`config.mk`:
```
export PLATFORM = sky130hd
export DESIGN_NAME = rename_alias_table
export DESIGN_NICKNAME = d
export VERILOG_FILES = /design/src/rtl/rv32i_types.sv /design/src/rtl/rat_read_port.sv /design/src/rtl/rename_alias_table.sv
export SDC_FILE = /design/constraint.sdc
export NUM_CORES = 1
export LEC_CHECK = 0
export CAP_MARGIN = 20
export CORE_AREA = 8 8 182 228
export CTS_CLUSTER_DIAMETER = 150
export CTS_CLUSTER_SIZE = 28
export DETAILED_ROUTE_END_ITERATION = 10
export DIE_AREA = 0 0 190 236
export MAX_ROUTING_LAYER = met4
export PLACE_DENSITY = 0.72
export SLEW_MARGIN = 5
export SYNTH_ARGS = -nofsm -noshare
export SYNTH_HDL_FRONTEND = slang
export SYNTH_HIERARCHICAL = 1
export SYNTH_SLANG_ARGS = --single-unit
export TNS_END_PERCENT = 50
```
`constraint.sdc`:
```
create_clock -name clk -period 9.2 [get_ports clk]
set_input_delay 0.92 -clock clk [delete_from_list [all_inputs] [get_ports clk]]
set_output_delay 0.92 -clock clk [all_outputs]
set_load 0.05 [all_outputs]
```
`src/rtl/rv32i_types.sv`:
```
// Shared core types: decode/rename <-> RAT interface structs, register index widths,
// and the arch-to-phys map array used by both the RAT and the RRAT.
package rv32i_types;

  localparam int unsigned PHYS_REG_IDX  = 5;
  localparam int unsigned ARCH_REG_IDX  = 4;
  localparam int unsigned PHYS_TAG_W    = PHYS_REG_IDX + 1;
  localparam int unsigned NUM_ARCH_REGS = 2 ** (ARCH_REG_IDX + 1);

  typedef struct packed {
    logic [ARCH_REG_IDX:0] rd;
    logic [ARCH_REG_IDX:0] rs1;
    logic [ARCH_REG_IDX:0] rs2;
    logic [PHYS_REG_IDX:0] pd;
    logic                  write_en;
  } decode_rename_to_RAT_t;

  typedef struct packed {
    logic [PHYS_REG_IDX:0] ps1;
    logic [PHYS_REG_IDX:0] ps2;
    logic                  ps1_valid;
    logic                  ps2_valid;
  } RAT_to_decode_rename_t;

  typedef logic [NUM_ARCH_REGS-1:0][PHYS_REG_IDX:0] rat_map_t;

  function automatic rat_map_t identity_map();
    rat_map_t m;
    for (int i = 0; i < NUM_ARCH_REGS; i++) begin
      m[i] = PHYS_TAG_W'(i);
    end
    return m;
  endfunction

endpackage

```
`src/rtl/rat_read_port.sv`:
```
// One combinational RAT lookup: x0 reads as tag 0/ready, and a same-cycle CDB broadcast of the
// currently mapped tag is bypassed into the ready bit.
module rat_read_port
  import rv32i_types::*;
(
  input  logic [ARCH_REG_IDX:0]  rs_i,
  input  rat_map_t               map_i,
  input  logic [NUM_ARCH_REGS-1:0] rdy_i,
  input  logic                   cdb_valid_i,
  input  logic [PHYS_REG_IDX:0]  cdb_pd_i,
  input  logic [ARCH_REG_IDX:0]  cdb_rd_i,
  output logic [PHYS_REG_IDX:0]  ps_o,
  output logic                   ps_valid_o
);

  always_comb begin
    ps_o       = map_i[rs_i];
    ps_valid_o = rdy_i[rs_i] |
                 (cdb_valid_i && (cdb_rd_i == rs_i) && (cdb_pd_i == map_i[rs_i]));
    if (rs_i == '0) begin
      ps_o       = '0;
      ps_valid_o = 1'b1;
    end
  end

endmodule

```
`src/rtl/rename_alias_table.sv`:
```
// Register alias table: zero-latency source lookup for rename, rd->pd recording at the edge,
// CDB wakeup of ready bits, and wholesale restore from the RRAT on flush.
module rename_alias_table
  import rv32i_types::*;
#(
  parameter int unsigned P_REG_IDX_NUM_BITS    = PHYS_REG_IDX,
  parameter int unsigned ARCH_REG_IDX_NUM_BITS = ARCH_REG_IDX
) (
  input  logic                          clk,
  input  logic                          rst,
  input  decode_rename_to_RAT_t         decode_to_RAT,
  output RAT_to_decode_rename_t         rat_to_decode,
  input  logic                          cdb_valid,
  input  logic [P_REG_IDX_NUM_BITS:0]   cdb_pd,
  input  logic [ARCH_REG_IDX_NUM_BITS:0] cdb_rd,
  input  logic                          flush,
  input  rat_map_t                      rrat_map
);

  localparam int unsigned NumEntries = 2 ** (ARCH_REG_IDX_NUM_BITS + 1);

  rat_map_t              map_q, map_d;
  logic [NumEntries-1:0] rdy_q, rdy_d;

  // Priority per entry: flush, then rename, then CDB wakeup (rename applied last so it wins).
  always_comb begin
    map_d = map_q;
    rdy_d = rdy_q;
    if (flush) begin
      map_d    = rrat_map;
      map_d[0] = '0;
      rdy_d    = '1;
    end else begin
      if (cdb_valid && (cdb_rd != '0) && (map_q[cdb_rd] == cdb_pd)) begin
        rdy_d[cdb_rd] = 1'b1;
      end
      if (decode_to_RAT.write_en && (decode_to_RAT.rd != '0)) begin
        map_d[decode_to_RAT.rd] = decode_to_RAT.pd;
        rdy_d[decode_to_RAT.rd] = 1'b0;
      end
    end
  end

  always_ff @(posedge clk or posedge rst) begin
    if (rst) begin
      map_q <= identity_map();
      rdy_q <= '1;
    end else begin
      map_q <= map_d;
      rdy_q <= rdy_d;
    end
  end

  rat_read_port u_read_rs1 (
    .rs_i        (decode_to_RAT.rs1),
    .map_i       (map_q),
    .rdy_i       (rdy_q),
    .cdb_valid_i (cdb_valid),
    .cdb_pd_i    (cdb_pd),
    .cdb_rd_i    (cdb_rd),
    .ps_o        (rat_to_decode.ps1),
    .ps_valid_o  (rat_to_decode.ps1_valid)
  );

  rat_read_port u_read_rs2 (
    .rs_i        (decode_to_RAT.rs2),
    .map_i       (map_q),
    .rdy_i       (rdy_q),
    .cdb_valid_i (cdb_valid),
    .cdb_pd_i    (cdb_pd),
    .cdb_rd_i    (cdb_rd),
    .ps_o        (rat_to_decode.ps2),
    .ps_valid_o  (rat_to_decode.ps2_valid)
  );

endmodule

```
==> impl_metrics.csv, run 1 <==
group,metric,value,unit
clock_tree,clock-sinks,224,
logic_synthesis,ys_warn_count,6,
cells_and_area,layout-drive-gt1-share,14.44,%
grt,grt_pass1_vias,14930,
timing,whs,0.5700,ns
detailed_routing,vias_per_cell,6.508,
timing,worst_slew_pin_slew,1.195,ns
setup_path,reg2reg_depth,7,
place,dp_hpwl,46.50,mm
place,place_congestion,0.9712,
clock_tree,cts_setup_buffers,0,
run_status,outcome,"completed",
place,portBuffers,236,
pwr,power.total,0.002503,W
detailed_routing,ant_nets,0,
timing,hold_violations,0,
cells_and_area,final_nets,1991,
cells_and_area,nFillCells,3406,
setup_path,crit_arrival,5.17,ns
clock_tree,postCtsHoldBufs,0,
pwr,leakage,7.978,nW
grt,grt_util_all_layers,28.04,%
grt,grt_max_degree,248,
setup_path,crit_required,8.28,ns
setup_path,cp_slowest_cell,"clkdlybuf4s50_1",
setup_path,crit_type,"in2out",
timing,clock_skew,0.02386,ns
timing,rsz0062_at_grt,"false",
logic_synthesis,ys_async_sr_fraction,100.0,%
clock_tree,cts_tree,"built",
logic_synthesis,synth_top_area_share,20.53,%
clock_tree,clockBufferDepth,3,
logic_synthesis,synth_area_leaders,"mux2i_1 21%, dfstp_2 17%, dfrtp_1 17%, mux4_2 10%, o21ai_0 5.7%",
logic_synthesis,synthesis.nets,1866,
setup_path,start_kind,"input pin",
floorplan,io_pins,243,
setup_path,r2r_slack,5.89,ns
pwr,p_per_area,128.1,nW/um^2
setup_path,end_kind,"output pin",
setup_path,rr_endpoint,"rdy_q[31]$_DFF_PP1_",
cells_and_area,multiInputGateArea,10280,sq um
logic_synthesis,ys_types,60,
grt,grt_first_pass_wirelength,93.72,mm
detailed_routing,first_pass_iters,6,
logic_synthesis,synth_cells,1637,
floorplan,fp-row-count,80,
floorplan,fp.dieArea,44840,sq um
grt,antenna_found_initial,1,
logic_synthesis,synth_common_cells,"345 x mux2i_1, 227 x nand2_1, 192 x o21ai_0",
grt,grt_overflow,0,
detailed_routing,num_vias,14710,
setup_path,startpoint,"decode_to_RAT[12]",
detailed_routing,routed_wl,63.64,mm
setup_path,max_stage_delay,0.84,ns
setup_path,worstReg2RegStart,"map_q[96]$_DFFE_PP0P_",
timing,fin_tns_setup,0,ns
clock_tree,cts_root_buffer,"clkbuf_16",
floorplan,core_area,37740,sq um
detailed_routing,drc,0,
timing,finalSetupViolations,0,
floorplan,initial_core_util,44.58,%
logic_synthesis,synth-main-ff-cell,"dfstp_2",
timing,maxSlewViolCount,0,
detailed_routing,initialDrtViolationCount,1664,
logic_synthesis,synth_edf_count,0,
clock_tree,clkTransAtPathRegs,0.11,ns
detailed_routing,wire_per_inst,28.16,um
worst_hold_path,hold_class,"reg2reg",
clock_tree,cts_resized,0,
cells_and_area,seq_area,5746,sq um
clock_tree,h-tree-depth,1,
floorplan,die_w,190,um
logic_synthesis,syn-mean-instance-area,10.28,sq um
setup_path,path_max_fanout,28,
logic_synthesis,ys_seq_elements,224,
clock_tree,clk_latency,0.50,ns
setup_path,endpoint,"rat_to_decode[1]",
run,cap_viol_max_count,0,
floorplan,fp.dieH,236,um
logic_synthesis,syn_area,16820,sq um
logic_synthesis,synth_area_leader_cell,"mux2i_1",
logic_synthesis,synthMostInstantiatedCell,"mux2i_1",
logic_synthesis,synth_seq_area_share,34.15,%
pwr,peakVddDrop,0.0001233,V
clock_tree,cts_buffers,11,
cells_and_area,area_delta_synth_final,16.16,%
timing,period_share,66.18,%
timing,fmax,164.2,MHz
setup_path,crit_chain,"buf_2, buf_4, mux4_1, mux4_2, mux2i_4, xor2_1, nand3_1, o31ai_1, clkdlybuf4s50_1",
timing,relSlewSlack,20.04,%
timing,fin_crit,6.089,ns
## where the power goes
part           switching, W  leakage (nW)  total, W  internal (W)
clock network      0.000331         0.143  0.000559      0.000228
registers          0.000101          2.55   0.00119       0.00109
logic              0.000420          5.29  0.000754      0.000334
total              0.000851          7.98   0.00250       0.00165
## cell usage in the layout (no fill, tap or decap), drive strengths merged, types with 10 or more instances in the layout
cell type | netlist | final
a41o | 20 | 20
nor3b | 12 | 12
a21o | 16 | 16
dfrtp | 112 | 112
a22oi | 18 | 18
nand3 | 26 | 26
mux2i | 347 | 347
o21ai | 192 | 192
nor2 | 44 | 44
clkbuf | 82 | 17
nor2b | 19 | 19
a31oi | 11 | 11
nor4 | 18 | 18
mux4 | 96 | 96
dfstp | 112 | 112
clkdlybuf4s50 | 0 | 228
nor3 | 17 | 17
nand2 | 227 | 227
buf | 68 | 34
a21oi | 10 | 10
o21bai | 12 | 12
a41oi | 11 | 11
o22ai | 48 | 48
xor2 | 14 | 14
## metrics by stage
stage	utilization [%]	area, sq um	cells	setup WS [ns]
4_1_cts	51.66	19490	2255	3.115
2_1_floorplan	-	16820	1637	2.331
5_1_grt	51.78	19540	2259	2.919
6_report	51.79	19540	2260	3.111
3_3_place_gp	50.87	19200	2238	3.161
3_5_place_dp	50.87	19200	2238	3.119
## worst min path at each step
stage / start / to / slack, ns / cells past startpoint
after CTS: map_q[3]$_DFFE_PP0P_ / map_q[3]$_DFFE_PP0P_ / 0.57 / 1
after global placement: map_q[3]$_DFFE_PP0P_ / map_q[3]$_DFFE_PP0P_ / 0.52 / 1
after global routing: map_q[2]$_DFFE_PP0P_ / map_q[2]$_DFFE_PP0P_ / 0.59 / 1
after floorplan: map_q[0]$_DFFE_PP0P_ / map_q[0]$_DFFE_PP0P_ / 0.50 / 1
final: map_q[3]$_DFFE_PP0P_ / map_q[3]$_DFFE_PP0P_ / 0.57 / 1
after detailed placement: map_q[3]$_DFFE_PP0P_ / map_q[3]$_DFFE_PP0P_ / 0.54 / 1
## final cells by class
type / count / share of cell area (%)
Timing Repair Buffer: 262 / 13.14
Multi-Input combinational cell: 1258 / 52.63
Clock buffer: 17 / 1.524
Inverter: 5 / 0.1345
Tap cell: 492 / 3.150
Antenna cell: 2 / 0.02561
Sequential cell: 224 / 29.40
## cell families after synthesis
family / after synthesis / share of synthesized area (%)
AO/OA/AOI/OAI: 353 / 12.90
XOR/XNOR: 20 / 1.041
buffers and inverters: 155 / 4.715
flip-flops: 224 / 34.15
multiplexers: 443 / 34.05
AND/OR/NAND/NOR: 442 / 13.14
## worst max-delay path, delay by kind of cell
kind,cells,cell delay (ns)
simple gates,1,0.16
mux,3,1.34
xor+xnor,1,0.40
compound gates,1,0.22
buf+inv,3,2.10
## flip-flops by register name, indices dropped and copies added, names as in the netlist
| signal | flops |
|---|---|
| rdy_q | 32 |
| map_q | 192 |
## routing by layer
| metal | part of all wire (%) | vias to the layer above | global-route usage, % | wire length, um |
|---|---|---|---|---|
| met4 | 4.1 | 0 | 10.46 | 2605 |
| met5 | 0 | - | - | 0 |
| li1 | - | 6412 | - | - |
| met1 | 39 | 7344 | 34.88 | 24850 |
| met3 | 8.0 | 146 | 4.119 | 5090 |
| met2 | 49 | 806 | 45.68 | 31080 |
Note: power is estimated with default switching activity, not from simulation.
==> run 2: changes to the inputs <==
==> constraint.sdc (replaced) <==
create_clock -name clk -period 5.65 [get_ports clk]
set_input_delay 0.565 -clock clk [delete_from_list [all_inputs] [get_ports clk]]
set_output_delay 0.565 -clock clk [all_outputs]
set_load 0.05 [all_outputs]
==> impl_metrics.csv, run 2 (synthesized netlist as in run 1, its figures left out) <==
group,metric,value,unit
run_status,outcome,"completed",
floorplan,fp.dieArea,44840,sq um
setup_path,end_kind,"output pin",
floorplan,fp-row-count,80,
pwr,leakage,8.086,nW
clock_tree,clk_latency,0.49,ns
setup_path,rr_endpoint,"rdy_q[14]$_DFF_PP1_",
place,place_congestion,1.014,
timing,rsz0062_at_grt,"false",
timing,relSlewSlack,23.06,%
setup_path,path_max_fanout,30,
floorplan,io_pins,243,
detailed_routing,drc,0,
place,dp_hpwl,48.53,mm
place,portBuffers,236,
pwr,power.total,0.004096,W
grt,grt_overflow,0,
clock_tree,h-tree-depth,1,
cells_and_area,largest_reg_flops,192,
setup_path,worstReg2RegStart,"map_q[60]$_DFFE_PP0P_",
setup_path,reg2reg_depth,7,
clock_tree,clkTransAtPathRegs,0.11,ns
setup_path,start_kind,"input pin",
grt,grt_util_all_layers,28.78,%
timing,finalSetupViolations,0,
cells_and_area,area_delta_synth_final,17.21,%
grt,grt_pass1_vias,15200,
worst_hold_path,hold_class,"in2async",
detailed_routing,wire_per_inst,28.35,um
timing,fin_crit,4.888,ns
clock_tree,cts_root_buffer,"clkbuf_16",
timing,hold_violations,0,
cells_and_area,layout_common_cells,"345 x mux2i_1, 230 x clkdlybuf4s50_1, 227 x nand2_1",
clock_tree,cts_buffers,11,
timing,clock_skew,0.02430,ns
clock_tree,clock-sinks,224,
pwr,internal-power,0.002698,W
detailed_routing,initialDrtViolationCount,1709,
timing,worst_slew_pin_slew,1.150,ns
detailed_routing,vias_per_cell,6.562,
clock_tree,cts_resized,0,
floorplan,die_w,190,um
timing,maxSlewViolCount,0,
timing,fmax,204.6,MHz
floorplan,core_area,37740,sq um
cells_and_area,fin_util,52.25,%
timing,fin_tns_setup,0,ns
clock_tree,postCtsHoldBufs,0,
pwr,pwr-share-seq,47.4,%
floorplan,initial_core_util,44.58,%
pwr,p_sw_share,34.12,%
clock_tree,cts_setup_buffers,0,
detailed_routing,ant_nets,0,
setup_path,r2r_slack,2.35,ns
clock_tree,clockBufferDepth,3,
pwr,clock_power_share,22.4,%
setup_path,crit_required,5.09,ns
timing,period_share,86.51,%
pwr,net-switching-power,0.001397,W
pwr,peakVddDrop,0.0001779,V
detailed_routing,first_pass_iters,5,
detailed_routing,num_vias,14980,
cells_and_area,regMostFlops,"map_q",
detailed_routing,routed_wl,64.72,mm
floorplan,fp.dieH,236,um
setup_path,crit_type,"in2out",
clock_tree,cts_tree,"built",
setup_path,crit_arrival,4.32,ns
cells_and_area,mostFrequentLayoutCell,"mux2i_1",
grt,grt_first_pass_wirelength,96.23,mm
grt,antenna_found_initial,1,
grt,grt_max_degree,181,
pwr,p_comb_share,30.1,%
run,cap_viol_max_count,0,
cells_and_area,final_nets,2015,
timing,whs,0.4641,ns
cells_and_area,reg.largest.list,"map_q x192, rdy_q x32",
cells_and_area,layout-drive-gt1-share,15.47,%
pwr,p_per_area,207.7,nW/um^2
==> run 2: layout make-up <==
cell class              instances  area, sq um
fillers                      3407        18020
multi-input cells            1258        10280
flip-flops and latches        224         5746
repair buffers                286         2750
well taps                     492        615.6
clock buffers                  17        297.8
inverters                       5        22.52
diodes                          1        2.502
==> run 2: through the flow <==
step                      area, sq um  setup WS [ns]  instances
after global routing            19720         0.5700       2283
after detailed placement        19410         0.7626       2264
after floorplan                 16830          1.715       1637
after global placement          19410         0.7725       2264
after CTS                       19710         0.7686       2281
final                           19720         0.7619       2283
==> run 2: critical path, cell delays in order <==
cell             delay [ns]
buf_2                  0.67
buf_4                  0.45
mux4_2                 0.55
nand3_1                0.10
nand3_1                0.09
o21ai_0                0.59
o211ai_1               0.15
o31ai_1                0.28
clkdlybuf4s50_1        0.85
==> run 2: power groups by stage <==
stage / clock (W) / sequential, W / combinational, W
3_5_place_dp: 0 / 0.00196 / 0.00121
4_1_cts: 0.000924 / 0.00194 / 0.00122
5_1_grt: 0.000970 / 0.00196 / 0.00130
2_1_floorplan: 0 / 0.00188 / 0.000784
6_report: 0.000918 / 0.00194 / 0.00123
3_3_place_gp: 0 / 0.00195 / 0.00120
==> run 2: worst max-delay path by stage <==
stage / startpoint / endpoint / slack (ns) / cells past startpoint
after global placement: decode_to_RAT[7] / rat_to_decode[0] / 0.77 / 9
final: decode_to_RAT[7] / rat_to_decode[0] / 0.76 / 9
after global routing: decode_to_RAT[7] / rat_to_decode[0] / 0.57 / 9
after floorplan: decode_to_RAT[7] / rat_to_decode[0] / 1.71 / 8
after detailed placement: decode_to_RAT[7] / rat_to_decode[0] / 0.76 / 9
after CTS: decode_to_RAT[7] / rat_to_decode[0] / 0.77 / 9
==> run 2: per-layer routing <==
layer  wire length, um  track usage, %  vias up
li1                  -               -     6467
met1             25930           36.32     7553
met2             32110           47.26      804
met3              4260           3.336      156
met4              2420           10.01        0
met5                 0               -        -
